--- src/rtl/variable_saturation_st.sv ---
// variable_saturation_st
// Two-stage streaming scaler: S1 applies a per-mode arithmetic right shift
// (optionally round-half-up), S2 clips the result to a signed OUT_W range.
// Optional feature macro: VARSAT_SAT_COUNT_EN enables the sat_count counter
// of clipped output samples; without it sat_count is tied to zero.
//
// Handshake (both ports, Avalon-ST style):
//   a beat transfers on a rising clk edge where valid && ready are both 1;
//   a source holds data/error/valid/sat_flag unchanged while valid=1 and
//   ready=0; ast_sink_ready is combinational and may depend on
//   ast_source_ready, but never on ast_sink_valid.
module variable_saturation_st #(
    parameter int                      IN_W      = 35,
    parameter int                      OUT_W     = 12,
    parameter int                      NUM_MODES = 4,
    parameter logic [NUM_MODES*6-1:0]  LSB_DROP  = {6'd16, 6'd19, 6'd20, 6'd15},
    parameter int                      ROUND     = 0,
    localparam int                     SEL_W     = $clog2(NUM_MODES)
) (
    input  logic              clk,
    input  logic              reset,
    input  logic [SEL_W-1:0]  sel,
    input  logic [IN_W-1:0]   ast_sink_data,
    input  logic [1:0]        ast_sink_error,
    input  logic              ast_sink_valid,
    output logic              ast_sink_ready,
    output logic [OUT_W-1:0]  ast_source_data,
    output logic [1:0]        ast_source_error,
    output logic              ast_source_valid,
    input  logic              ast_source_ready,
    output logic              sat_flag,
    output logic [15:0]       sat_count
);

    // One guard bit above the input width so the rounding add cannot wrap.
    localparam int VW = IN_W + 1;

    // Output clip limits, expressed at the internal value width.
    localparam logic signed [VW-1:0] SAT_MAX =
        {{(IN_W - OUT_W + 2){1'b0}}, {(OUT_W - 1){1'b1}}};
    localparam logic signed [VW-1:0] SAT_MIN =
        {{(IN_W - OUT_W + 2){1'b1}}, {(OUT_W - 1){1'b0}}};
    localparam logic [OUT_W-1:0] OUT_MAX = {1'b0, {(OUT_W - 1){1'b1}}};
    localparam logic [OUT_W-1:0] OUT_MIN = {1'b1, {(OUT_W - 1){1'b0}}};

    // Stage registers
    logic                  s1_valid_q;
    logic signed [VW-1:0]  s1_value_q;
    logic [1:0]            s1_error_q;

    logic                  s2_valid_q;
    logic [OUT_W-1:0]      s2_data_q;
    logic [1:0]            s2_error_q;
    logic                  s2_flag_q;

    // Flow control and stage next-state signals
    logic                  advance;
    logic                  s1_open;
    logic                  accept;
    logic [SEL_W-1:0]      mode;
    logic [5:0]            drop;
    logic signed [VW-1:0]  data_ext;
    logic signed [VW-1:0]  half_lsb;
    logic signed [VW-1:0]  round_add;
    logic signed [VW-1:0]  s1_value_d;
    logic                  sat_hi;
    logic                  sat_lo;
    logic [OUT_W-1:0]      s2_data_d;
    logic                  s2_flag_d;

    // S2 moves when it is empty or its sample is being taken downstream;
    // S1 can take a new sample when it is empty or is moving into S2.
    assign advance        = !s2_valid_q || ast_source_ready;
    assign s1_open        = !s1_valid_q || advance;
    assign ast_sink_ready = !reset && s1_open;
    assign accept         = ast_sink_valid && ast_sink_ready;

    // Mode decode: out-of-range selectors fall back to mode 0.
    always_comb begin
        mode = sel;
        if (int'(sel) >= NUM_MODES) begin
            mode = '0;
        end
        drop = LSB_DROP[int'(mode)*6 +: 6];
    end

    // S1 arithmetic: sign-extend, optionally add the bit just below the new
    // LSB at its own weight (round-half-up), then arithmetic shift right.
    always_comb begin
        data_ext  = {ast_sink_data[IN_W-1], ast_sink_data};
        half_lsb  = '0;
        round_add = '0;
        if (ROUND != 0 && drop != 6'd0) begin
            half_lsb = VW'(1) << (drop - 6'd1);
            if ((data_ext & half_lsb) != '0) begin
                round_add = half_lsb;
            end
        end
        s1_value_d = (data_ext + round_add) >>> drop;
    end

    // S2 clip: compare at full width, flag any clipped sample.
    always_comb begin
        sat_hi    = s1_value_q > SAT_MAX;
        sat_lo    = s1_value_q < SAT_MIN;
        s2_data_d = s1_value_q[OUT_W-1:0];
        if (sat_hi) begin
            s2_data_d = OUT_MAX;
        end else if (sat_lo) begin
            s2_data_d = OUT_MIN;
        end
        s2_flag_d = sat_hi || sat_lo;
    end

    // S1 register: captures the scaled value (mode baked in) and error.
    always_ff @(posedge clk) begin
        if (reset) begin
            s1_valid_q <= 1'b0;
            s1_value_q <= '0;
            s1_error_q <= '0;
        end else if (s1_open) begin
            s1_valid_q <= accept;
            if (accept) begin
                s1_value_q <= s1_value_d;
                s1_error_q <= ast_sink_error;
            end
        end
    end

    // S2 register: output stage, held while stalled by the sink.
    always_ff @(posedge clk) begin
        if (reset) begin
            s2_valid_q <= 1'b0;
            s2_data_q  <= '0;
            s2_error_q <= '0;
            s2_flag_q  <= 1'b0;
        end else if (advance) begin
            s2_valid_q <= s1_valid_q;
            if (s1_valid_q) begin
                s2_data_q  <= s2_data_d;
                s2_error_q <= s1_error_q;
                s2_flag_q  <= s2_flag_d;
            end
        end
    end

    assign ast_source_valid = s2_valid_q;
    assign ast_source_data  = s2_data_q;
    assign ast_source_error = s2_error_q;
    assign sat_flag         = s2_flag_q;

`ifdef VARSAT_SAT_COUNT_EN
    logic [15:0] sat_count_q;

    // Count clipped samples as they leave; stick at all-ones.
    always_ff @(posedge clk) begin
        if (reset) begin
            sat_count_q <= '0;
        end else if (s2_valid_q && ast_source_ready && s2_flag_q &&
                     sat_count_q != 16'hFFFF) begin
            sat_count_q <= sat_count_q + 16'd1;
        end
    end

    assign sat_count = sat_count_q;
`else
    assign sat_count = 16'h0000;
`endif

endmodule

--- config.mk ---
export PLATFORM = sky130hd
export DESIGN_NAME = variable_saturation_st
export DESIGN_NICKNAME = d
export VERILOG_FILES = /design/src/rtl/variable_saturation_st.sv
export SDC_FILE = /design/constraint.sdc
export NUM_CORES = 1
export LEC_CHECK = 0
export CAP_MARGIN = 20
export CORE_ASPECT_RATIO = 0.8
export CORE_UTILIZATION = 35
export CTS_BUF_LIST = sky130_fd_sc_hd__clkbuf_8
export CTS_CLUSTER_DIAMETER = 50
export CTS_CLUSTER_SIZE = 24
export DETAILED_ROUTE_END_ITERATION = 12
export SYNTH_ARGS = -nofsm -noshare
export SYNTH_HDL_FRONTEND = slang
export SYNTH_SLANG_ARGS = --single-unit
--- constraint.sdc ---
create_clock -name clk -period 3.9 [get_ports clk]
set_input_delay 0.585 -clock clk [delete_from_list [all_inputs] [get_ports clk]]
set_output_delay 0.585 -clock clk [all_outputs]
set_load 0.02 [all_outputs]
==> results list, run 1 <==
- The run finished with clean final reports.
* Power density over the cells: 378 nW/µm²
- Summing all non-filler instances in the final layout gives an area of 3260 µm².
- Biggest fanout along the worst timing path: 7
- Wires add up to 5.79 mm.
* Clock buffer depth: 2
* DRT iter0 DRCs: 112
* CTS clk-pin slew, worst paths: 0.09 ns
- Die ar.: 8260 µm²
- Setup crit end: ast_sink_ready
- Initial antenna violation count: 0
* Number of nets at the end of the flow: 368
- P&R area growth vs syn: 17.9%
* Synthesized area per cell: 9.34 µm²
- Share of the yosys chip area belonging to registers: 0.391
- The library cell used most frequently in the layout, excluding fill and tap cells, is sky130_fd_sc_hd__dfxtp_1.
* Root Buffer Master: sky130_fd_sc_hd__clkbuf_8
- For this run, the total global-route usage over all layers was measured as 0.154.
- Post-route antenna net violation count: 0
* Number of sinks on the clock net: 54
- VDD sags by at most 138 µV.
* Ranking of synthesized cells by area: sky130_fd_sc_hd__dfxtp_1 39%, sky130_fd_sc_hd__mux4_2 12%, sky130_fd_sc_hd__nand2_1 6.9%, sky130_fd_sc_hd__a21oi_1 5.8%, sky130_fd_sc_hd__buf_4 5.7%
- Core Util, Final: 0.433
- Total of endpoints with negative setup slack in the final report: 0
- Layout Skew: 0.00376 ns
- sky130_fd_sc_hd__dfxtp_1 takes more of the synthesized area than any other cell.
* Launch point of the critical path: ast_source_ready
* Standard-cell rows: 28
- TritonCTS built the clock tree.
- Element type at the critical path start: input pin
- In this run the worst hold path is classified as flop to flop.
- Total of warnings raised by yosys: 0
- In this run the most critical hold path is launched from ast_source_error[1]$_SDFFE_PP0P_.
- Summed over all cells, the static leakage comes to 1.18 nW.
- Gate count of the mapped netlist: 296
- The synthesized netlist occupies a cell area of 2760 µm².
* Startpoint of the most critical register-to-register path: s1_value_q[13]$_SDFFE_PP0P_
- Last weighted congestion value of the routability-driven placer: 0.755
* Layout cell share with drive strength beyond 1: 0.123
- In this run the horizontal extent of the chip is 101 µm.
- In the final routed layout, each cell accounts on average for 13.5 µm.
- Static timing analysis puts the maximum clock frequency at 401 MHz.
- Required time of the critical path: 3.31 ns
* Number of global-route vias before repair: 2083
- Placed wire-length estimate after detailed placement: 4.11 mm
- Yosys reg bits: 54
* RSZ-0062 raised after global routing: no
* Fraction of synthesized cell area taken by the top area cell type: 0.391
* Overflow left after global routing: 0
- Depth of the most critical reg-to-reg path: 4
- Headroom to the max-slew limit came out at 0.294.
- The worst setup path is captured at a primary output.
- Post-CTS Setup Inserts: 0
- For this configuration, the core starts out at a cell density of 0.367.
- Clock H-tree levels: 2
- ANT cells: 0
* DRC violation count after routing: 0
- Filler Cell Count: 735
- Period utilization: 0.640
* Pin slew with the least headroom to its limit: 1.05 ns
* Clk Latency, worst-skew pair: 0.30 ns
- Input and output buffers added on the ports amount to 44.
* I/O pin count: 76
- After clock tree synthesis, the repair step resized 0 gates.
- Worst hold slack across all endpoints: 0.455 ns
- The routed layout has 2172 vias.
- Die height: 81.5 µm
- Final period demand of the worst path: 2.50 ns
* Total placed instance area: 3150 µm²
* Post-Route Setup TNS: 0 ns
- The endpoint identified for the worst register-to-register timing path is ast_source_data[7]$_SDFFE_PP0P_.
- Across the run, the number of max-cap violations was 0.
- Most used cells in the layout excluding fill and tap cells: 54 x sky130_fd_sc_hd__dfxtp_1, 51 x sky130_fd_sc_hd__nand2_1, 43 x sky130_fd_sc_hd__clkdlybuf4s50_1, 32 x sky130_fd_sc_hd__a21oi_1, 25 x sky130_fd_sc_hd__nor2_1
- Startpoint-to-endpoint class of the critical path: input pin to primary output
- First-pass iteration count of the detailed router: 4
- Worst R2R Setup Slack: 1.76 ns
- Data arrives at the worst endpoint at 1.91 ns.
- The core region is 7530 µm².
* Routed via count divided by cell count: 5.05
- Counting distinct cell types in the post-synthesis netlist gives 33.
* Final-report max-slew violation count: 0
* Number of buffers inserted by hold repair at cts: 0
- First-pass GRT wire length: 9.99 mm
- Largest net degree at the start of global routing: 43
- The hold violation count in the final report is 0.
- The number of clock buffers added by TritonCTS is 5.
## critical path, stage by stage
cell                              delay [ns]
sky130_fd_sc_hd__clkdlybuf4s50_1        0.50
sky130_fd_sc_hd__nor2b_4                0.07
sky130_fd_sc_hd__a21oi_1                0.14
sky130_fd_sc_hd__clkdlybuf4s50_1        0.61
## kinds of logic after synthesis
family	Yosys count	share of synthesized area
other	1	0.00136
AO/OA/AOI/OAI	56	0.152
buffers and inverters	42	0.0978
flip-flops	54	0.391
XOR/XNOR	1	0.00317
AND/OR/NAND/NOR	126	0.229
multiplexers	16	0.126
## per-layer routing
metal	wire length (µm)	global-route usage
met5	0	0
met4	75	0.0478
met3	346	0.0391
met2	2450	0.235
met1	2910	0.214
## synth_stat cells
library cell / instances
sky130_fd_sc_hd__a211o_1: 1
sky130_fd_sc_hd__a211oi_1: 3
sky130_fd_sc_hd__a211oi_4: 1
sky130_fd_sc_hd__a21oi_1: 32
sky130_fd_sc_hd__a221oi_1: 3
sky130_fd_sc_hd__a311o_1: 1
sky130_fd_sc_hd__a311oi_1: 2
sky130_fd_sc_hd__a311oi_2: 9
sky130_fd_sc_hd__and2_1: 2
sky130_fd_sc_hd__and2b_1: 1
sky130_fd_sc_hd__buf_2: 11
sky130_fd_sc_hd__buf_4: 21
sky130_fd_sc_hd__buf_6: 2
sky130_fd_sc_hd__clkbuf_1: 5
sky130_fd_sc_hd__conb_1: 1
sky130_fd_sc_hd__dfxtp_1: 54
sky130_fd_sc_hd__dlygate4sd1_1: 1
sky130_fd_sc_hd__inv_1: 2
sky130_fd_sc_hd__mux2i_1: 1
sky130_fd_sc_hd__mux4_2: 15
sky130_fd_sc_hd__nand2_1: 51
sky130_fd_sc_hd__nand2b_1: 2
sky130_fd_sc_hd__nand3_1: 12
sky130_fd_sc_hd__nand3b_1: 15
sky130_fd_sc_hd__nand4_1: 4
sky130_fd_sc_hd__nand4_2: 2
sky130_fd_sc_hd__nor2_1: 25
sky130_fd_sc_hd__nor2b_4: 1
sky130_fd_sc_hd__nor3_1: 5
sky130_fd_sc_hd__nor4_1: 5
sky130_fd_sc_hd__nor4_4: 1
sky130_fd_sc_hd__o21ai_1: 4
sky130_fd_sc_hd__xor2_1: 1
## worst min-delay path by stage
stage                                                  end  slack (ns)  cells past startpoint
final                     ast_source_error[1]$_SDFFE_PP0P_        0.46                      2
after global placement    ast_source_error[0]$_SDFFE_PP0P_        0.44                      2
after global routing      ast_source_error[1]$_SDFFE_PP0P_        0.48                      2
after detailed placement  ast_source_error[1]$_SDFFE_PP0P_        0.45                      2
after floorplan           ast_source_error[0]$_SDFFE_PP0P_        0.43                      2
after CTS                 ast_source_error[1]$_SDFFE_PP0P_        0.46                      2
## where the power goes
group	switching, mW	internal (mW)
combinational	0.123	0.109
clock	0.176	0.206
sequential	0.0286	0.589
## registers in the layout, indices dropped and copies added, names as in the netlist
signal            count
s1_value_q           35
ast_source_data      12
ast_source_error      2
s1_error_q            2
ast_source_valid      1
s1_valid_q            1
sat_flag              1
## cell type report
type                       count  area, µm²  area share
inverter                       2       7.51     0.00230
multi-input combinational    215       1470       0.451
timing repair buffer          47        458       0.140
clock inverter                 1       30.0     0.00921
clock buffer                   6       82.6      0.0253
tap                          105        131      0.0403
sequential                    54       1080       0.332
## stage by stage
stage	power (mW)	setup WS, ns	std cells
CTS	1.24	1.39	430
finish	1.23	1.40	430
global placement	0.858	1.28	423
global route	1.30	1.36	430
detailed placement	0.862	1.25	423
floorplan	0.795	2.08	311
No activity file was read; power rests on OpenSTA's default activity.
==> run 2, diff against run 1 <==
- clock period: 3.9 -> 2.1 ns (I/O delays scaled with it)
==> run 2 against run 1 <==
  * Via count increased by 0.64%
  * Worst setup slack got worse by 1.3 ns
  * Combinational power increased by 93%
  * Worst hold slack got worse by 0.15 ns
  * Cell count increased by 1.6%
  * Clock-buffer cell count decreased by 1
  * Routed wire length decreased by 0.45%
  * Design area increased by 2.5%
  * Power increased by 85%
==> results list, run 2 (synthesized netlist as in run 1, its figures left out) <==
- GRT Total Usage: 0.149 (-0.00447)
- CTS tree: built
- The via count of the first global-routing pass was 1882 (-9.6%).
- The final count of negative-setup-slack endpoints was 0 (unchanged).
- Core box area: 7530 µm² (unchanged)
* Power after layout: 2.28 mW (+85%)
- Initial antenna violation count: 0 (unchanged)
* Starting utilization of the core area: 0.367 (unchanged)
* Final period demand of the worst path: 1.95 ns
* Required time of the critical path: 1.78 ns (-1.53 ns)
* Root Buffer Master: sky130_fd_sc_hd__clkbuf_8
- Relative max-transition margin: 0.552 (+0.258)
- Dividing the final minimum period by the clock period gives 0.930.
- Clock buffer depth: 2 (unchanged)
* Endpoint class of the critical path: primary output
- # placed instances: 429 (+1.4%)
- The fraction of layout instances using a drive strength above 1 is 0.139 (+0.0155).
- First-pass GRT wire length: 9.63 mm (-3.7%)
- Clk Latency, worst-skew pair: 0.30 ns (about the same)
- Post-Route Setup TNS: 0 ns (unchanged)
* Last weighted congestion value of the routability-driven placer: 0.731 (-3.2%)
- The final HPWL from detailed placement is 4.10 mm (-0.19%).
- The largest net degree at the start of global routing came to 51 (+19%).
- Peak Freq: 512 MHz
* Register with the most flip-flops: s1_value_q
* Standard-cell rows: 28 (unchanged)
* Hold Fails Final Rpt: 0 (unchanged)
* Non-filler cells in the finished layout: 437 (+1.6%)
- The count of inserted antenna diode cells was 0 (unchanged).
* Resized Gates After CTS: 0 (unchanged)
- The number of search-and-repair iterations in the first detailed-routing pass is 4 (unchanged).
- Most used cells in the layout excluding fill and tap cells: 54 x sky130_fd_sc_hd__dfxtp_1, 51 x sky130_fd_sc_hd__nand2_1, 43 x sky130_fd_sc_hd__clkdlybuf4s50_1, 32 x sky130_fd_sc_hd__a21oi_1, 25 x sky130_fd_sc_hd__nor2_1
- Status: completed
* Most common cell after layout, fill and taps aside: sky130_fd_sc_hd__dfxtp_1
* Number of buffers inserted by hold repair at cts: 0 (unchanged)
- Filler Cell Count: 755 (+2.7%)
* Power density over the cells: 683 nW/µm² (+81%)
- The H-tree depth reported by CTS was 2 (unchanged).
* Die height: 81.5 µm (unchanged)
- The detailed-route wire length per cell was 13.2 µm (-2.0%).
- Final-report max-slew violation count: 0 (unchanged)
- Element type at the critical path start: input pin
- Pin slew with the least headroom to its limit: 0.667 ns (-0.385 ns)
- Startpoint-to-endpoint class of the critical path: input pin to primary output
* DRC violation count after routing: 0 (unchanged)
* CTS clk-pin slew, worst paths: 0.10 ns (about the same)
- Horizontal die dimension: 101 µm (unchanged)
- Critical path arrival: 1.64 ns (-0.27 ns)
* Die ar.: 8260 µm² (unchanged)
- Routed via count divided by cell count: 5.00 (-0.97%)
- Number of nets at the end of the flow: 374 (+1.6%)
- Setup repair after global routing left no endpoint under its margin.
- Vias after detailed routing: 2186 (+0.64%)
- The flip-flop count of the largest register after layout came to 35 (unchanged).
- Post-CTS Setup Inserts: 0 (unchanged)
* DRT iter0 DRCs: 159 (+42%)
* I/O pin count: 76 (unchanged)
- Maximum Capacitance Violations: 0 (unchanged)
- The clock buffer count from CTS came to 5 (unchanged).
* Buffers added on ports: 44 (unchanged)
* Post-route antenna net violation count: 0 (unchanged)
* P&R area growth vs syn: 20.8%
- The sink count of the clock tree came to 54 (unchanged).
- Layout Skew: 0.00647 ns (+0.00271 ns)
- Worst-case vdd ir drop: 285 µV (+110%)
- Tightest Hold Check Type: input pin to flop
- Leakage power summed over all cells: 1.22 nW (+3.4%)
- Overflow left after global routing: 0 (unchanged)
* Detailed-route wire length: 5.76 mm (-0.45%)
- The maximum fanout count along the critical path is 7 (unchanged).
## run 2: changes by cell type in the layout (fill, tap and decap cells not counted)
cell and delta:
sky130_fd_sc_hd__buf_12 +3, sky130_fd_sc_hd__clkbuf_8 -1, sky130_fd_sc_hd__buf_4 +3, sky130_fd_sc_hd__inv_1 +1, sky130_fd_sc_hd__clkinvlp_4 +1
## run 2: through the flow
step	hold slack [ns]	util	setup slack [ns]	instance area (µm²)
global placement	0.440	0.429	0.136	3230
global route	0.310	0.443	0.0869	3340
CTS	0.298	0.443	0.135	3340
floorplan	0.414	-	0.651	2820
finish	0.305	0.443	0.147	3340
detailed placement	0.447	0.429	0.138	3230
## run 2: layout make-up
cell class | instances | area, µm² | area share
sequential | 54 | 1080 | 0.324
multi-input combinational | 215 | 1470 | 0.440
clock inverter | 3 | 41.3 | 0.0124
tap | 105 | 131 | 0.0393
clock buffer | 5 | 68.8 | 0.0206
inverter | 2 | 7.51 | 0.00225
timing repair buffer | 53 | 541 | 0.162
## run 2: report_power, final
group          switching (mW)  total, mW  internal, mW
Clock                   0.335      0.687         0.351
Sequential             0.0532       1.15          1.09
Combinational           0.230      0.446         0.216
## run 2: final timing paths
| kind | slack [ns] | cells after the start | from | to |
|---|---|---|---|---|
| setup / recovery | 0.15 | 4 | ast_source_ready | ast_sink_ready |
| hold / removal | 0.30 | 2 | reset | ast_source_error[0]$_SDFFE_PP0P_ |
| setup reg to reg | 0.38 | 4 | s1_value_q[12]$_SDFFE_PP0P_ | ast_source_data[2]$_SDFFE_PP0P_ |
| hold reg to reg | 0.46 | 2 | ast_source_error[0]$_SDFFE_PP0P_ | ast_source_error[0]$_SDFFE_PP0P_ |
## run 2: metal layers
metal,vias to the layer above,part of all wire,GRT usage
met3,7,0.047,0.0323
li1,1102,-,-
met1,1019,0.51,0.223
met5,-,0,0
met2,58,0.43,0.218
met4,0,0.0073,0.0348
## run 2: critical path, cell delays in order
cell and delay (ns):
sky130_fd_sc_hd__clkdlybuf4s50_1 0.50, sky130_fd_sc_hd__nor2b_4 0.07, sky130_fd_sc_hd__a21oi_1 0.13, sky130_fd_sc_hd__clkdlybuf4s50_1 0.61
